--- src/rtl/calc2_pkg.sv ---
// calc2_pkg: shared types, tag sizing and small helpers for the calc2 port issuer.
package calc2_pkg;
    localparam int TAG_W    = 2;
    localparam int NUM_TAGS = 2 ** TAG_W;
    typedef logic [TAG_W-1:0] tag_t;
    typedef logic [TAG_W:0]   cnt_t;
    typedef logic [NUM_TAGS-1:0] tag_vec_t;
    typedef enum logic [3:0] {NOP = 4'd0, ADD = 4'd1, SUB = 4'd2, SHL = 4'd5, SHR = 4'd6} cmd_e;
    typedef enum logic [1:0] {NONE = 2'd0, OK = 2'd1, ERR = 2'd2, RSVD = 2'd3} resp_e;
    typedef enum logic [1:0] {IDLE, CMD, OPB} state_e;
    function automatic tag_t lowest_set(input tag_vec_t v);
        lowest_set = '0;
        for (int i = NUM_TAGS - 1; i >= 0; i--)
            if (v[i]) lowest_set = tag_t'(i);
    endfunction
    function automatic tag_vec_t onehot(input tag_t t);
        onehot = tag_vec_t'(1) << t;
    endfunction
    function automatic cnt_t popcount(input tag_vec_t v);
        popcount = '0;
        for (int i = 0; i < NUM_TAGS; i++)
            popcount = popcount + cnt_t'(v[i]);
    endfunction
endpackage

--- src/rtl/calc2_port_issuer_if.sv ---
// calc2_port_issuer_if: operation, calc2 request/response and result bundle.
interface calc2_port_issuer_if #(parameter int DATA_W = 32);
    import calc2_pkg::*;
    logic              op_valid;
    logic              op_ready;
    logic [3:0]        op_cmd;
    logic [DATA_W-1:0] op_a;
    logic [DATA_W-1:0] op_b;
    logic [3:0]        req_cmd_in;
    logic [DATA_W-1:0] req_data_in;
    tag_t              req_tag_in;
    logic [1:0]        out_resp;
    logic [DATA_W-1:0] out_data;
    tag_t              out_tag;
    logic              res_valid;
    logic [1:0]        res_resp;
    logic [DATA_W-1:0] res_data;
    tag_t              res_tag;
    logic              err_unexp;
    logic              timeout;
    tag_t              timeout_tag;
    logic [2:0]        inflight;
    modport master (
        output op_valid, op_cmd, op_a, op_b, out_resp, out_data, out_tag,
        input  op_ready, req_cmd_in, req_data_in, req_tag_in, res_valid, res_resp,
               res_data, res_tag, err_unexp, timeout, timeout_tag, inflight
    );
    modport slave (
        input  op_valid, op_cmd, op_a, op_b, out_resp, out_data, out_tag,
        output op_ready, req_cmd_in, req_data_in, req_tag_in, res_valid, res_resp,
               res_data, res_tag, err_unexp, timeout, timeout_tag, inflight
    );
endinterface

--- src/rtl/calc2_tag_tracker.sv ---
// calc2_tag_tracker: busy vector, lowest-free allocation, per-tag watchdog ages and expiry arbitration.
module calc2_tag_tracker
    import calc2_pkg::*;
#(
    parameter int TIMEOUT = 64
) (
    input  logic       clk,
    input  logic       rst,
    input  logic       alloc,
    input  logic       retire,
    input  tag_t       retire_tag,
    output tag_t       free_tag,
    output logic       any_free,
    output logic       hit,
    output logic       timeout,
    output tag_t       timeout_tag,
    output logic [2:0] inflight
);
    localparam int AGE_W = $clog2(TIMEOUT);
    localparam logic [AGE_W-1:0] AGE_MAX = AGE_W'(TIMEOUT - 1);
    tag_vec_t busy, busy_n, ret_mask, cand;
    logic [AGE_W-1:0] age [NUM_TAGS];
    logic exp_any;
    tag_t exp_tag;
    always_comb begin
        hit      = busy[retire_tag];
        ret_mask = (retire && hit) ? onehot(retire_tag) : '0;
        cand     = '0;
        for (int t = 0; t < NUM_TAGS; t++)
            cand[t] = busy[t] && (age[t] == AGE_MAX) && !ret_mask[t];
        exp_any  = |cand;
        exp_tag  = lowest_set(cand);
        free_tag = lowest_set(~busy);
        any_free = ~&busy;
        // a response racing its own expiry wins; unchosen expiries stay busy at AGE_MAX
        busy_n   = (busy & ~ret_mask & ~(exp_any ? onehot(exp_tag) : '0)) | (alloc ? onehot(free_tag) : '0);
    end
    always_ff @(posedge clk) begin
        if (rst) begin
            busy        <= '0;
            timeout     <= 1'b0;
            timeout_tag <= '0;
            inflight    <= '0;
            for (int t = 0; t < NUM_TAGS; t++) age[t] <= '0;
        end else begin
            busy        <= busy_n;
            timeout     <= exp_any;
            timeout_tag <= exp_any ? exp_tag : '0;
            inflight    <= popcount(busy_n);
            for (int t = 0; t < NUM_TAGS; t++)
                age[t] <= (alloc && free_tag == tag_t'(t)) ? '0 :
                          (busy[t] && age[t] != AGE_MAX) ? age[t] + 1'b1 : age[t];
        end
    end
endmodule

--- src/rtl/calc2_port_issuer.sv ---
// calc2_port_issuer: accepts whole operations, drives the two-cycle calc2 request and retires tagged results.
module calc2_port_issuer
    import calc2_pkg::*;
#(
    parameter int DATA_W  = 32,
    parameter int TIMEOUT = 64
) (
    input logic c_clk,
    input logic reset,
    calc2_port_issuer_if.slave io
);
    state_e state, state_n;
    logic [DATA_W-1:0] b_q, data_n;
    logic [3:0] cmd_n;
    tag_t tag_n, free_tag;
    logic ready, accept, retire, hit, any_free;
    assign ready       = (state == IDLE) && any_free && !reset;
    assign io.op_ready = ready;
    assign accept      = io.op_valid && ready;
    assign retire      = io.out_resp != NONE;
    calc2_tag_tracker #(.TIMEOUT(TIMEOUT)) u_tracker (
        .clk        (c_clk),
        .rst        (reset),
        .alloc      (accept),
        .retire     (retire),
        .retire_tag (io.out_tag),
        .free_tag   (free_tag),
        .any_free   (any_free),
        .hit        (hit),
        .timeout    (io.timeout),
        .timeout_tag(io.timeout_tag),
        .inflight   (io.inflight)
    );
    always_comb begin
        state_n = (state == IDLE) ? (accept ? CMD : IDLE) : (state == CMD) ? OPB : IDLE;
        cmd_n   = accept ? io.op_cmd : '0;
        data_n  = accept ? io.op_a : (state == CMD) ? b_q : '0;
        tag_n   = accept ? free_tag : (state == CMD) ? io.req_tag_in : '0;
    end
    always_ff @(posedge c_clk) begin
        if (reset) begin
            state          <= IDLE;
            b_q            <= '0;
            io.req_cmd_in  <= '0;
            io.req_data_in <= '0;
            io.req_tag_in  <= '0;
            io.res_valid   <= 1'b0;
            io.res_resp    <= '0;
            io.res_data    <= '0;
            io.res_tag     <= '0;
            io.err_unexp   <= 1'b0;
        end else begin
            state          <= state_n;
            b_q            <= accept ? io.op_b : b_q;
            io.req_cmd_in  <= cmd_n;
            io.req_data_in <= data_n;
            io.req_tag_in  <= tag_n;
            io.res_valid   <= retire && hit;
            io.res_resp    <= (retire && hit) ? io.out_resp : '0;
            io.res_data    <= (retire && hit) ? io.out_data : '0;
            io.res_tag     <= (retire && hit) ? io.out_tag : '0;
            io.err_unexp   <= retire && !hit;
        end
    end
endmodule

--- src/flat_wrapper.sv ---
// flat-port wrapper written by rule: the top's interface ports become plain ports
module calc2_port_issuer_flat import calc2_pkg::*;
#(
    parameter int DATA_W  = 32,
    parameter int TIMEOUT = 64
)
  (c_clk, reset, io_op_valid, io_op_cmd, io_op_a, io_op_b, io_out_resp, io_out_data, io_out_tag, io_op_ready, io_req_cmd_in, io_req_data_in, io_req_tag_in, io_res_valid, io_res_resp, io_res_data, io_res_tag, io_err_unexp, io_timeout, io_timeout_tag, io_inflight);
  calc2_port_issuer_if #(.DATA_W(DATA_W)) io_i ();
  input logic c_clk;
  input logic reset;
  input wire logic [$bits(io_i.op_valid)-1:0] io_op_valid;
  input wire logic [$bits(io_i.op_cmd)-1:0] io_op_cmd;
  input wire logic [$bits(io_i.op_a)-1:0] io_op_a;
  input wire logic [$bits(io_i.op_b)-1:0] io_op_b;
  input wire logic [$bits(io_i.out_resp)-1:0] io_out_resp;
  input wire logic [$bits(io_i.out_data)-1:0] io_out_data;
  input wire logic [$bits(io_i.out_tag)-1:0] io_out_tag;
  output wire logic [$bits(io_i.op_ready)-1:0] io_op_ready;
  output wire logic [$bits(io_i.req_cmd_in)-1:0] io_req_cmd_in;
  output wire logic [$bits(io_i.req_data_in)-1:0] io_req_data_in;
  output wire logic [$bits(io_i.req_tag_in)-1:0] io_req_tag_in;
  output wire logic [$bits(io_i.res_valid)-1:0] io_res_valid;
  output wire logic [$bits(io_i.res_resp)-1:0] io_res_resp;
  output wire logic [$bits(io_i.res_data)-1:0] io_res_data;
  output wire logic [$bits(io_i.res_tag)-1:0] io_res_tag;
  output wire logic [$bits(io_i.err_unexp)-1:0] io_err_unexp;
  output wire logic [$bits(io_i.timeout)-1:0] io_timeout;
  output wire logic [$bits(io_i.timeout_tag)-1:0] io_timeout_tag;
  output wire logic [$bits(io_i.inflight)-1:0] io_inflight;
  assign io_i.op_valid = io_op_valid;
  assign io_i.op_cmd = io_op_cmd;
  assign io_i.op_a = io_op_a;
  assign io_i.op_b = io_op_b;
  assign io_i.out_resp = io_out_resp;
  assign io_i.out_data = io_out_data;
  assign io_i.out_tag = io_out_tag;
  assign io_op_ready = io_i.op_ready;
  assign io_req_cmd_in = io_i.req_cmd_in;
  assign io_req_data_in = io_i.req_data_in;
  assign io_req_tag_in = io_i.req_tag_in;
  assign io_res_valid = io_i.res_valid;
  assign io_res_resp = io_i.res_resp;
  assign io_res_data = io_i.res_data;
  assign io_res_tag = io_i.res_tag;
  assign io_err_unexp = io_i.err_unexp;
  assign io_timeout = io_i.timeout;
  assign io_timeout_tag = io_i.timeout_tag;
  assign io_inflight = io_i.inflight;
  calc2_port_issuer #(.DATA_W(DATA_W), .TIMEOUT(TIMEOUT)) u_core (.c_clk(c_clk), .reset(reset), .io(io_i));
endmodule
--- config.mk ---
export PLATFORM = sky130hd
export DESIGN_NAME = calc2_port_issuer_flat
export DESIGN_NICKNAME = d
export VERILOG_FILES = /design/src/rtl/calc2_pkg.sv /design/src/rtl/calc2_port_issuer_if.sv /design/src/rtl/calc2_tag_tracker.sv /design/src/rtl/calc2_port_issuer.sv /design/src/flat_wrapper.sv
export SDC_FILE = /design/constraint.sdc
export NUM_CORES = 1
export LEC_CHECK = 0
export ABC_AREA = 1
export ABC_CLOCK_PERIOD_IN_PS = 2600
export CAP_MARGIN = 20
export CORE_UTILIZATION = 30
export DETAILED_ROUTE_END_ITERATION = 8
export GPL_ROUTABILITY_DRIVEN = 0
export PLACE_DENSITY_LB_ADDON = 0.2
export SLEW_MARGIN = 0
export SYNTH_ARGS = -nofsm -noshare
export SYNTH_HDL_FRONTEND = slang
export SYNTH_SLANG_ARGS = --single-unit
--- constraint.sdc ---
create_clock -name c_clk -period 2.6 [get_ports c_clk]
set_input_delay 0.52 -clock c_clk [delete_from_list [all_inputs] [get_ports c_clk]]
set_output_delay 0.52 -clock c_clk [all_outputs]
set_load 0.02 [all_outputs]
==> flow_summary_export.csv, run 1 <==
group,metric,value,unit
status,outcome,"completed",
grt,grt_overflow,0,
sta,rsz0062_at_grt,"true",
route,drt_iter0_markers,224,
cts,clock_sinks,144,
cts,hold_buffers,0,
power,seqPwrFrac,0.439,
synth,syn_area,0.00506,mm²
synth,syn-mean-instance-area,8.23,µm²
synth,ys.flop_type,"dfxtp_1",
worst_setup_path,r2r_cells,16,
die,rows,47,
cells_and_area,final_util,0.480,
worst_setup_path,crit_chain,"clkdlybuf4s50_1 -> inv_1 -> nand2_1 -> nand3_1 -> nand2_1 -> nand2_2 -> inv_1 -> nand2_1 -> nand2_1 -> nand2_1 -> fa_1 -> ha_1 -> ha_1 -> inv_1 -> nor2_1",
synth,syn_inst,615,
worst_setup_path,r2r_setup_slack,0.10,ns
job,max-cap-violations,0,
power,power.switching,1.13,mW
cts,cts_buffers,17,
route,detail-route-antenna-nets,0,
sta,period_needed,2.51,ns
worst_setup_path,worstReg2RegEnd,"u_core.u_tracker.inflight[1]",
synth,ys_types,29,
worst_setup_path,timing.rr.start,"u_core.u_tracker.busy[0]",
worst_setup_path,required,2.88,ns
cts,cts.path.max_buffers,2,
power,cellPowerDensity,661,mW/mm²
grt,gr-usage-all-layers,0.153,
placed_design,place_hpwl,9.37,mm
route,vias,4464,
cells_and_area,drive_above_1_share,0.106,
cts,cts_root_buf,"clkbuf_16",
cts,cts_max_level,4,
cts,clock_latency,0.41,ns
worst_setup_path,crit_family,"adder cells",
worst_setup_path,crit_slowest_cell,"clkdlybuf4s50_1",
sta,fin_setup_tns,0,ns
synth,synth-seq-area-share,0.569,
sta,setup_viol,0,
route,vias_per_cell,4.23,
hold_path,hold_class,"reg -> reg",
power,swShare,0.215,
cells_and_area,multi_input_comb_area,0.00181,mm²
route,drc,0,
power,p_leak,3.25,nW
placed_design,place.port_buffers,189,
grt,grt_max_degree,66,
grt,grt_pass1_vias,4354,
sta,clock.fmax,398,MHz
cells_and_area,nets,938,
route,totalWireLength,13.0,mm
sta,finClkSkew,0.00684,ns
placed_design,place_area,0.00725,mm²
hold_path,holdPathStages,2,
synth,synth-async-reset-ratio,0,
synth,ys_seq_elements,144,
hold_path,min_from,"u_core.io.req_tag_in[1]",
power,p_comb_frac,0.089,
die,start_util,0.306,
die,num_io_pins,190,
power,p_int,4.11,mW
die,die-area,0.0174,mm²
worst_setup_path,worst_ep_arrival_time,2.79,ns
sta,slew_violations,0,
sta,hold_viol,0,
power,vdd_drop_max,486,µV
hold_path,min_to,"u_core.io.req_tag_in[1]",
power,clockPowerShare,0.472,
die,fp.dieW,132,µm
route,drt_first_pass_iters,4,
synth,synth_edf_count,0,
power,power,5.24,mW
die,coreArea,0.0165,mm²
sta,relSlewSlack,0.579,
sta,worst_pin_slew,0.632,ns
cells_and_area,fin_cells,1056,
synth,synth_nets,729,
die,die_y,132,µm
cells_and_area,regArea,0.00289,mm²
sta,min_period_over_period,0.966,
worst_setup_path,path_buf_inv,4,
cells_and_area,n_antenna_cell,0,
cells_and_area,fill_cells,1545,
worst_setup_path,path_class,"in -> reg",
cells_and_area,post-route-cell-area,0.00793,mm²
grt,grt_pass1_wl,21.0,mm
cts,path_clk_slew,0.06,ns
cts,tritoncts,"done",
grt,antenna_found_initial,0,
synth,ys_warn_count,0,
worst_setup_path,critPathCaptureType,"flop",
route,post_drt_wl_per_cell,12.3,µm
worst_setup_path,slowest_delay,0.46,ns
cells_and_area,syn2layout_area_growth,56.5,%
placed_design,dpl.cell_count,1025,
worst_setup_path,crit_top_cell,"nand2_1",
worst_setup_path,cp_max_fo,5,
worst_setup_path,startpoint_type,"input port",
==> worst max-delay path by stage <==
stage | endpoint | cells after the start | startpoint
after global placement | u_core.u_tracker.inflight[1] | 18 | io_out_tag[0]
after CTS | io_op_ready | 6 | reset
after global routing | u_core.u_tracker.inflight[1] | 16 | u_core.u_tracker.age[2][1]
after floorplan | u_core.u_tracker.inflight[1] | 12 | reset
final | u_core.u_tracker.inflight[1] | 15 | io_out_resp[0]
after detailed placement | u_core.u_tracker.inflight[1] | 18 | io_out_tag[0]
==> stage by stage <==
| stage | worst slack (ns) | hold slack [ns] |
|---|---|---|
| floorplan | 0.172 | 0.442 |
| global placement | -0.407 | 0.453 |
| detailed placement | -0.507 | 0.454 |
| CTS | 0.00224 | 0.462 |
| global route | -0.0432 | 0.486 |
| finish | 0.0892 | 0.461 |
==> placed cells by master, fill, tap and decap left out, drive strengths merged, types with 3 or more instances in the layout <==
cell and count:
nand3 23, dfxtp 144, nand2 158, bufinv 3
ha 6, nor2 73, buf 23, clkdlybuf4s50 186
a21oi 31, inv 72, clkbuf 22, xor2 11
clkinv 4, nor3b 4, nor3 4, or2 5
o21ai 55
==> power groups by stage <==
stage	clock, mW	sequential, mW	combinational, mW
finish	2.47	2.30	0.469
CTS	2.54	2.30	0.472
detailed placement	0	2.35	0.469
global route	2.64	2.30	0.512
floorplan	0	2.39	0.153
global placement	0	2.35	0.466
==> Yosys cell counts, types with 3 or more instances <==
| cell | n | area, µm² |
|---|---|---|
| or2_2 | 4 | 25.0 |
| dfxtp_1 | 144 | 2880 |
| inv_1 | 68 | 255 |
| nor3_1 | 4 | 20.0 |
| nand2_1 | 155 | 582 |
| buf_6 | 7 | 78.8 |
| clkbuf_1 | 7 | 26.3 |
| a21oi_1 | 30 | 150 |
| nor2_1 | 72 | 270 |
| buf_4 | 3 | 22.5 |
| o21ai_1 | 13 | 65.1 |
| xor2_1 | 11 | 96.3 |
| buf_2 | 5 | 25.0 |
| inv_2 | 4 | 15.0 |
| ha_1 | 6 | 75.1 |
| o21ai_0 | 42 | 210 |
| nand3_1 | 23 | 115 |
| nand2_2 | 3 | 18.8 |
| nor3b_1 | 4 | 30.0 |
==> worst min-delay path, stage by stage (launching register included) <==
cell and delay [ns]:
dfxtp_1 0.31, nand2_1 0.06, o21ai_1 0.05
==> layout make-up <==
class,instances,share of cell area
flip-flops and latches,144,0.365
repair buffers,212,0.261
multi-input cells,377,0.229
clock buffers,22,0.0598
well taps,220,0.0347
inverters,72,0.0341
clock inverters,9,0.0167
==> state kept, by name, indices dropped and copies added, names as in the netlist <==
register / cells
u_core.b_q: 32
u_core.io.req_data_in: 32
u_core.io.res_data: 32
u_core.u_tracker.age: 24
u_core.io.req_cmd_in: 4
u_core.u_tracker.busy: 4
u_core.u_tracker.inflight: 3
u_core.io.req_tag_in: 2
u_core.io.res_resp: 2
u_core.io.res_tag: 2
u_core.state: 2
u_core.u_tracker.timeout_tag: 2
u_core.io.err_unexp: 1
u_core.io.res_valid: 1
u_core.u_tracker.timeout: 1
==> layer usage <==
metal / wire, µm / part of all wire / vias to the layer above / global-route usage
li1: - / - / 2323 / -
met1: 5910 / 0.46 / 1997 / 0.184
met2: 6190 / 0.48 / 135 / 0.259
met3: 738 / 0.057 / 9 / 0.0492
met4: 137 / 0.011 / 0 / 0.0478
met5: 0 / 0 / - / 0
==> repair_timing <==
item                                    4_1_cts  5_1_grt
cloned                                        0        0
resized for setup                             1       26
endpoints found under the setup margin        1        3
buffers inserted                              0        0
pin swaps                                     0        3
==> cells by family (layout without fill, tap and decap cells) <==
family	count (synthesis)	after routing	synth area share
xor+xnor	12	12	0.0208
buf+inv	94	315	0.0835
simple gates	269	269	0.215
compound gates	89	89	0.0927
flops	144	144	0.569
fa+ha+maj	7	7	0.0188
Note: power is estimated with default switching activity, not from simulation.
==> run 2: changes to the inputs <==
--- a/config.mk
+++ b/config.mk
@@ -8,7 +8,7 @@
 export ABC_AREA = 1
 export ABC_CLOCK_PERIOD_IN_PS = 2600
 export CAP_MARGIN = 20
-export CORE_UTILIZATION = 30
+export CORE_UTILIZATION = 39
 export DETAILED_ROUTE_END_ITERATION = 8
 export GPL_ROUTABILITY_DRIVEN = 0
 export PLACE_DENSITY_LB_ADDON = 0.2
==> run 2 against run 1 <==
Effect of this change:
- maximum frequency grew 2.7%
- register-to-register slack gained 0.05 ns
- power shrank 1.8%
- sequential share of layout area grew 0.24 points
- routed wire length shrank 4.3%
- final area shrank 0.43%
- first-iteration DRC count grew 28%
- final cell count shrank 4.5%
- critical path depth shrank 1
- largest power group unchanged
- hold slack lost 0.0023 ns
- global-route usage grew 3.4 points
==> flow_summary_export.csv, run 2 (same netlist as run 1, synthesis figures left out) <==
group,metric,value,unit
hold_path,min_from,"u_core.io.req_tag_in[1]",
route,vias_per_cell,4.50,
worst_setup_path,path_class,"reg -> reg",
job,max-cap-violations,0,
cells_and_area,n_antenna_cell,0,
worst_setup_path,r2r_cells,14,
hold_path,min_to,"u_core.io.req_tag_in[1]",
power,vdd_drop_max,394,µV
worst_setup_path,crit_top_cell,"nand2_2",
route,post_drt_wl_per_cell,12.3,µm
worst_setup_path,critPathCaptureType,"flop",
sta,min_period_over_period,0.941,
sta,slew_violations,0,
placed_design,place_hpwl,8.97,mm
power,cellPowerDensity,652,mW/mm²
route,detail-route-antenna-nets,0,
route,vias,4540,
status,outcome,"completed",
cells_and_area,multi_input_comb_area,0.00185,mm²
cts,cts_root_buf,"clkbuf_16",
cts,cts_max_level,4,
hold_path,holdPathStages,2,
worst_setup_path,worstReg2RegEnd,"u_core.u_tracker.inflight[1]",
die,start_util,0.401,
worst_setup_path,required,2.88,ns
cells_and_area,nets,939,
worst_setup_path,worst_ep_arrival_time,2.72,ns
sta,period_needed,2.45,ns
cells_and_area,layout_common_cells,"clkdlybuf4s50_1 (186), nand2_1 (150), dfxtp_1 (134), nor2_1 (69), inv_1 (67)",
cells_and_area,regArea,0.00290,mm²
cts,clock_sinks,144,
sta,fin_setup_tns,0,ns
sta,relSlewSlack,0.567,
power,p_leak,3.27,nW
sta,setup_viol,0,
worst_setup_path,crit_chain,"ha_4 -> nand3_4 -> nor4_4 -> nand2_2 -> nand2_2 -> inv_1 -> nand2_1 -> nand2_2 -> nand2_2 -> fa_1 -> ha_2 -> ha_1 -> inv_1 -> nor2_1",
grt,grt_pass1_wl,19.3,mm
worst_setup_path,r2r_setup_slack,0.15,ns
cts,tritoncts,"done",
hold_path,hold_class,"reg -> reg",
worst_setup_path,startpoint_type,"flop",
cts,cts.path.max_buffers,2,
cts,path_clk_slew,0.06,ns
die,rows,41,
cells_and_area,fill_cells,1127,
sta,clock.fmax,409,MHz
route,drt_iter0_markers,287,
cells_and_area,final_common_cell,"clkdlybuf4s50_1",
cts,hold_buffers,0,
route,totalWireLength,12.4,mm
worst_setup_path,timing.rr.start,"u_core.u_tracker.age[0][0]",
cts,clock_latency,0.41,ns
grt,antenna_found_initial,1,
die,num_io_pins,190,
cells_and_area,drive_above_1_share,0.117,
sta,worst_pin_slew,0.650,ns
placed_design,place_area,0.00717,mm²
worst_setup_path,crit_slowest_cell,"fa_1",
placed_design,place.port_buffers,189,
sta,hold_viol,0,
die,die_y,116,µm
cells_and_area,post-route-cell-area,0.00789,mm²
worst_setup_path,cp_max_fo,4,
route,drc,0,
grt,grt_overflow,0,
die,coreArea,0.0126,mm²
grt,grt_max_degree,66,
die,fp.dieW,116,µm
route,drt_first_pass_iters,4,
worst_setup_path,crit_family,"adder cells",
grt,gr-usage-all-layers,0.187,
cts,cts_buffers,17,
cells_and_area,largestRegisters,"u_core.b_q x32, u_core.io.req_data_in x32, u_core.io.res_data x32",
die,die-area,0.0134,mm²
grt,grt_pass1_vias,4299,
worst_setup_path,path_buf_inv,2,
sta,finClkSkew,0.00706,ns
worst_setup_path,slowest_delay,0.42,ns
cells_and_area,syn2layout_area_growth,55.9,%
run 2: area by class of cell:
type                       instances  area share
tap                              172      0.0273
clock inverter                    12      0.0182
multi-input combinational        377       0.234
clock buffer                      18      0.0557
inverter                          72      0.0342
timing repair buffer             213       0.263
sequential                       144       0.367
run 2: routing by layer:
layer / vias to the layer above / wire [µm] / GRT usage
met3: 24 / 938 / 0.0596
met2: 144 / 5950 / 0.317
met1: 2046 / 5240 / 0.212
li1: 2324 / - / -
met5: - / 9 / 0
met4: 2 / 274 / 0.0923
run 2: through the flow:
step	power (mW)	utilization	cells	hold WS, ns	setup WS, ns
2_1_floorplan	2.54	-	615	0.442	0.172
3_3_place_gp	2.81	0.569	975	0.455	-0.405
3_5_place_dp	2.81	0.569	975	0.453	-0.494
4_1_cts	5.20	0.615	1005	0.462	0.0200
5_1_grt	5.35	0.625	1008	0.482	-0.0241
6_report	5.15	0.625	1008	0.459	0.154
run 2: worst max path at each step:
| stage | startpoint | endpoint | cells after the start |
|---|---|---|---|
| final | u_core.u_tracker.age[0][0] | u_core.u_tracker.inflight[1] | 14 |
| after global routing | u_core.u_tracker.age[0][0] | u_core.u_tracker.inflight[1] | 14 |
| after CTS | u_core.u_tracker.age[0][0] | u_core.u_tracker.inflight[1] | 14 |
| after detailed placement | io_out_tag[0] | u_core.u_tracker.inflight[1] | 18 |
| after global placement | io_out_tag[0] | u_core.u_tracker.inflight[1] | 18 |
| after floorplan | reset | u_core.u_tracker.inflight[1] | 12 |
run 2: repair_timing:
item / in CTS / in global routing
pin swaps: 0 / 6
cloned: 0 / 0
setup buffers: 0 / 3
endpoints found under the setup margin: 1 / 4
resized for setup: 2 / 35
run 2: where the power goes:
part / internal [mW] / switching [mW] / leakage [nW] / total, mW
Clock: 1.51 / 0.865 / 0.287 / 2.38
Combinational: 0.257 / 0.214 / 1.81 / 0.471
Sequential: 2.28 / 0.0210 / 1.18 / 2.30
Total: 4.05 / 1.10 / 3.27 / 5.15
run 2: tightest hold or removal path: stages, from the launching register on:
cell	delay, ns
dfxtp_1	0.31
nand2_1	0.06
o21ai_1	0.05
==> run 3: changes to the inputs <==
--- a/config.mk
+++ b/config.mk
@@ -8,7 +8,7 @@
 export ABC_AREA = 1
 export ABC_CLOCK_PERIOD_IN_PS = 2600
 export CAP_MARGIN = 20
-export CORE_UTILIZATION = 39
+export CORE_UTILIZATION = 44
 export DETAILED_ROUTE_END_ITERATION = 8
 export GPL_ROUTABILITY_DRIVEN = 0
 export PLACE_DENSITY_LB_ADDON = 0.2
==> run 3 against run 2 <==
Effect of this change:
- maximum frequency down 2.5%
- routed wire length down 2.3%
- combinational power down 0.8%
- sequential share of layout area up 0.27 points
- count of clock-buffer cells in the layout up 3
- final cell count down 3.2%
- first-iteration DRC count down 45%
- sequential power about the same
- non-clock buffer count down 1
- core utilization up 8.4 points
- register-to-register slack about the same
- worst setup slack worse by 0.062 ns
==> flow_summary_export.csv, run 3 (same netlist as run 1, synthesis figures left out) <==
group,metric,value,unit
route,drt_first_pass_iters,4,
sta,min_period_over_period,0.965,
route,vias,4519,
route,totalWireLength,12.1,mm
cts,hold_buffers,0,
cells_and_area,final_common_cell,"clkdlybuf4s50_1",
worst_setup_path,timing.rr.start,"u_core.u_tracker.busy[0]",
grt,grt_pass1_vias,4265,
cts,tritoncts,"done",
worst_setup_path,r2r_setup_slack,0.14,ns
cells_and_area,drive_above_1_share,0.108,
sta,slew_violations,0,
grt,gr-usage-all-layers,0.202,
sta,period_needed,2.51,ns
hold_path,hold_class,"reg -> reg",
grt,grt_max_degree,66,
power,cellPowerDensity,665,mW/mm²
cells_and_area,nets,938,
grt,grt_pass1_wl,18.7,mm
cells_and_area,final_util,0.709,
grt,grt_util_met3,0.0568,
cts,clock_latency,0.40,ns
power,vdd_drop_max,420,µV
worst_setup_path,path_class,"in -> out",
grt,grt_overflow,0,
cells_and_area,syn2layout_area_growth,54.5,%
job,max-cap-violations,0,
sta,clock.fmax,399,MHz
worst_setup_path,critPathCaptureType,"output port",
status,outcome,"completed",
route,post_drt_wl_per_cell,12.4,µm
sta,finClkSkew,0.00656,ns
hold_path,holdPathStages,2,
worst_setup_path,worst_ep_arrival_time,1.99,ns
placed_design,place_area,0.00714,mm²
worst_setup_path,cp_max_fo,2,
die,fp.dieW,109,µm
grt,busiest_layer,"met2",
route,detail-route-antenna-nets,0,
hold_path,min_from,"u_core.b_q[4]",
power,p_leak,3.24,nW
grt,use_met2,0.365,
sta,worst_pin_slew,0.601,ns
die,coreArea,0.0110,mm²
grt,grt_use_met1,0.222,
placed_design,dpl.cell_count,944,
hold_path,min_to,"u_core.io.req_data_in[4]",
die,die_y,109,µm
die,rows,38,
cells_and_area,largestRegisters,"u_core.b_q x32, u_core.io.req_data_in x32, u_core.io.res_data x32",
cells_and_area,n_antenna_cell,0,
cts,clock_sinks,144,
cts,cts.path.max_buffers,2,
cells_and_area,layout_common_cells,"clkdlybuf4s50_1 (187), nand2_1 (153), dfxtp_1 (137), nor2_1 (70), inv_1 (65)",
sta,hold_viol,0,
cts,cts_max_level,4,
sta,fin_setup_tns,0,ns
die,start_util,0.459,
worst_setup_path,r2r_cells,16,
sta,setup_viol,0,
route,drt_iter0_markers,159,
worst_setup_path,worstReg2RegEnd,"u_core.u_tracker.inflight[1]",
worst_setup_path,required,2.08,ns
placed_design,place.port_buffers,189,
sta,relSlewSlack,0.599,
cts,cts_root_buf,"clkbuf_16",
die,die-area,0.0119,mm²
die,num_io_pins,190,
route,drc,0,
placed_design,place_hpwl,8.69,mm
cells_and_area,post-route-cell-area,0.00782,mm²
cells_and_area,fin_cells,976,
cts,path_clk_slew,0.06,ns
grt,antenna_found_initial,0,
worst_setup_path,startpoint_type,"input port",
route,vias_per_cell,4.63,
cts,cts_buffers,17,
-- run 3: timing repair --
action	CTS	global route
endpoints found under the setup margin	1	3
setup buffers	0	1
resized for setup	2	25
hold endpoints to repair	0	0
pin swaps	0	1
-- run 3: power breakdown --
group          switching, mW  internal, mW  leakage, nW
sequential            0.0211          2.28         1.17
combinational          0.210         0.258         1.77
clock                  0.865          1.57        0.287
total                   1.10          4.11         3.24
-- run 3: through the flow --
step | total power, mW | hold WS (ns) | setup slack (ns)
2_1_floorplan | 2.54 | 0.442 | 0.172
3_3_place_gp | 2.81 | 0.451 | -0.381
3_5_place_dp | 2.82 | 0.461 | -0.496
4_1_cts | 5.26 | 0.470 | 0.0538
5_1_grt | 5.40 | 0.488 | -0.0212
6_report | 5.20 | 0.465 | 0.0921
-- run 3: layout make-up --
cell class	count	area, µm²
fill	885	3210
inverter	72	270
multi-input combinational	377	1810
clock inverter	10	135
timing repair buffer	212	2070
tap	140	175
clock buffer	21	470
sequential	144	2890
-- run 3: layer usage --
metal | wire, µm | vias up
li1 | - | 2327
met1 | 5030 | 2028
met5 | 0 | -
met2 | 6110 | 150
met3 | 845 | 14
met4 | 144 | 0
-- run 3: how the worst max path moves through the flow --
stage | slack [ns] | end | startpoint
after detailed placement | -0.50 | u_core.u_tracker.inflight[1] | io_out_tag[0]
after global placement | -0.38 | u_core.u_tracker.inflight[1] | io_out_tag[0]
final | 0.09 | io_op_ready | reset
after floorplan | 0.17 | u_core.u_tracker.inflight[1] | reset
after global routing | -0.02 | u_core.u_tracker.inflight[1] | u_core.u_tracker.age[1][0]
after CTS | 0.05 | u_core.u_tracker.inflight[1] | io_out_tag[1]
-- run 3: worst max-delay path: stages --
cell             delay (ns)
clkdlybuf4s50_1        0.43
inv_2                  0.07
nand2_1                0.08
a31oi_4                0.16
buf_4                  0.13
clkdlybuf4s50_1        0.59
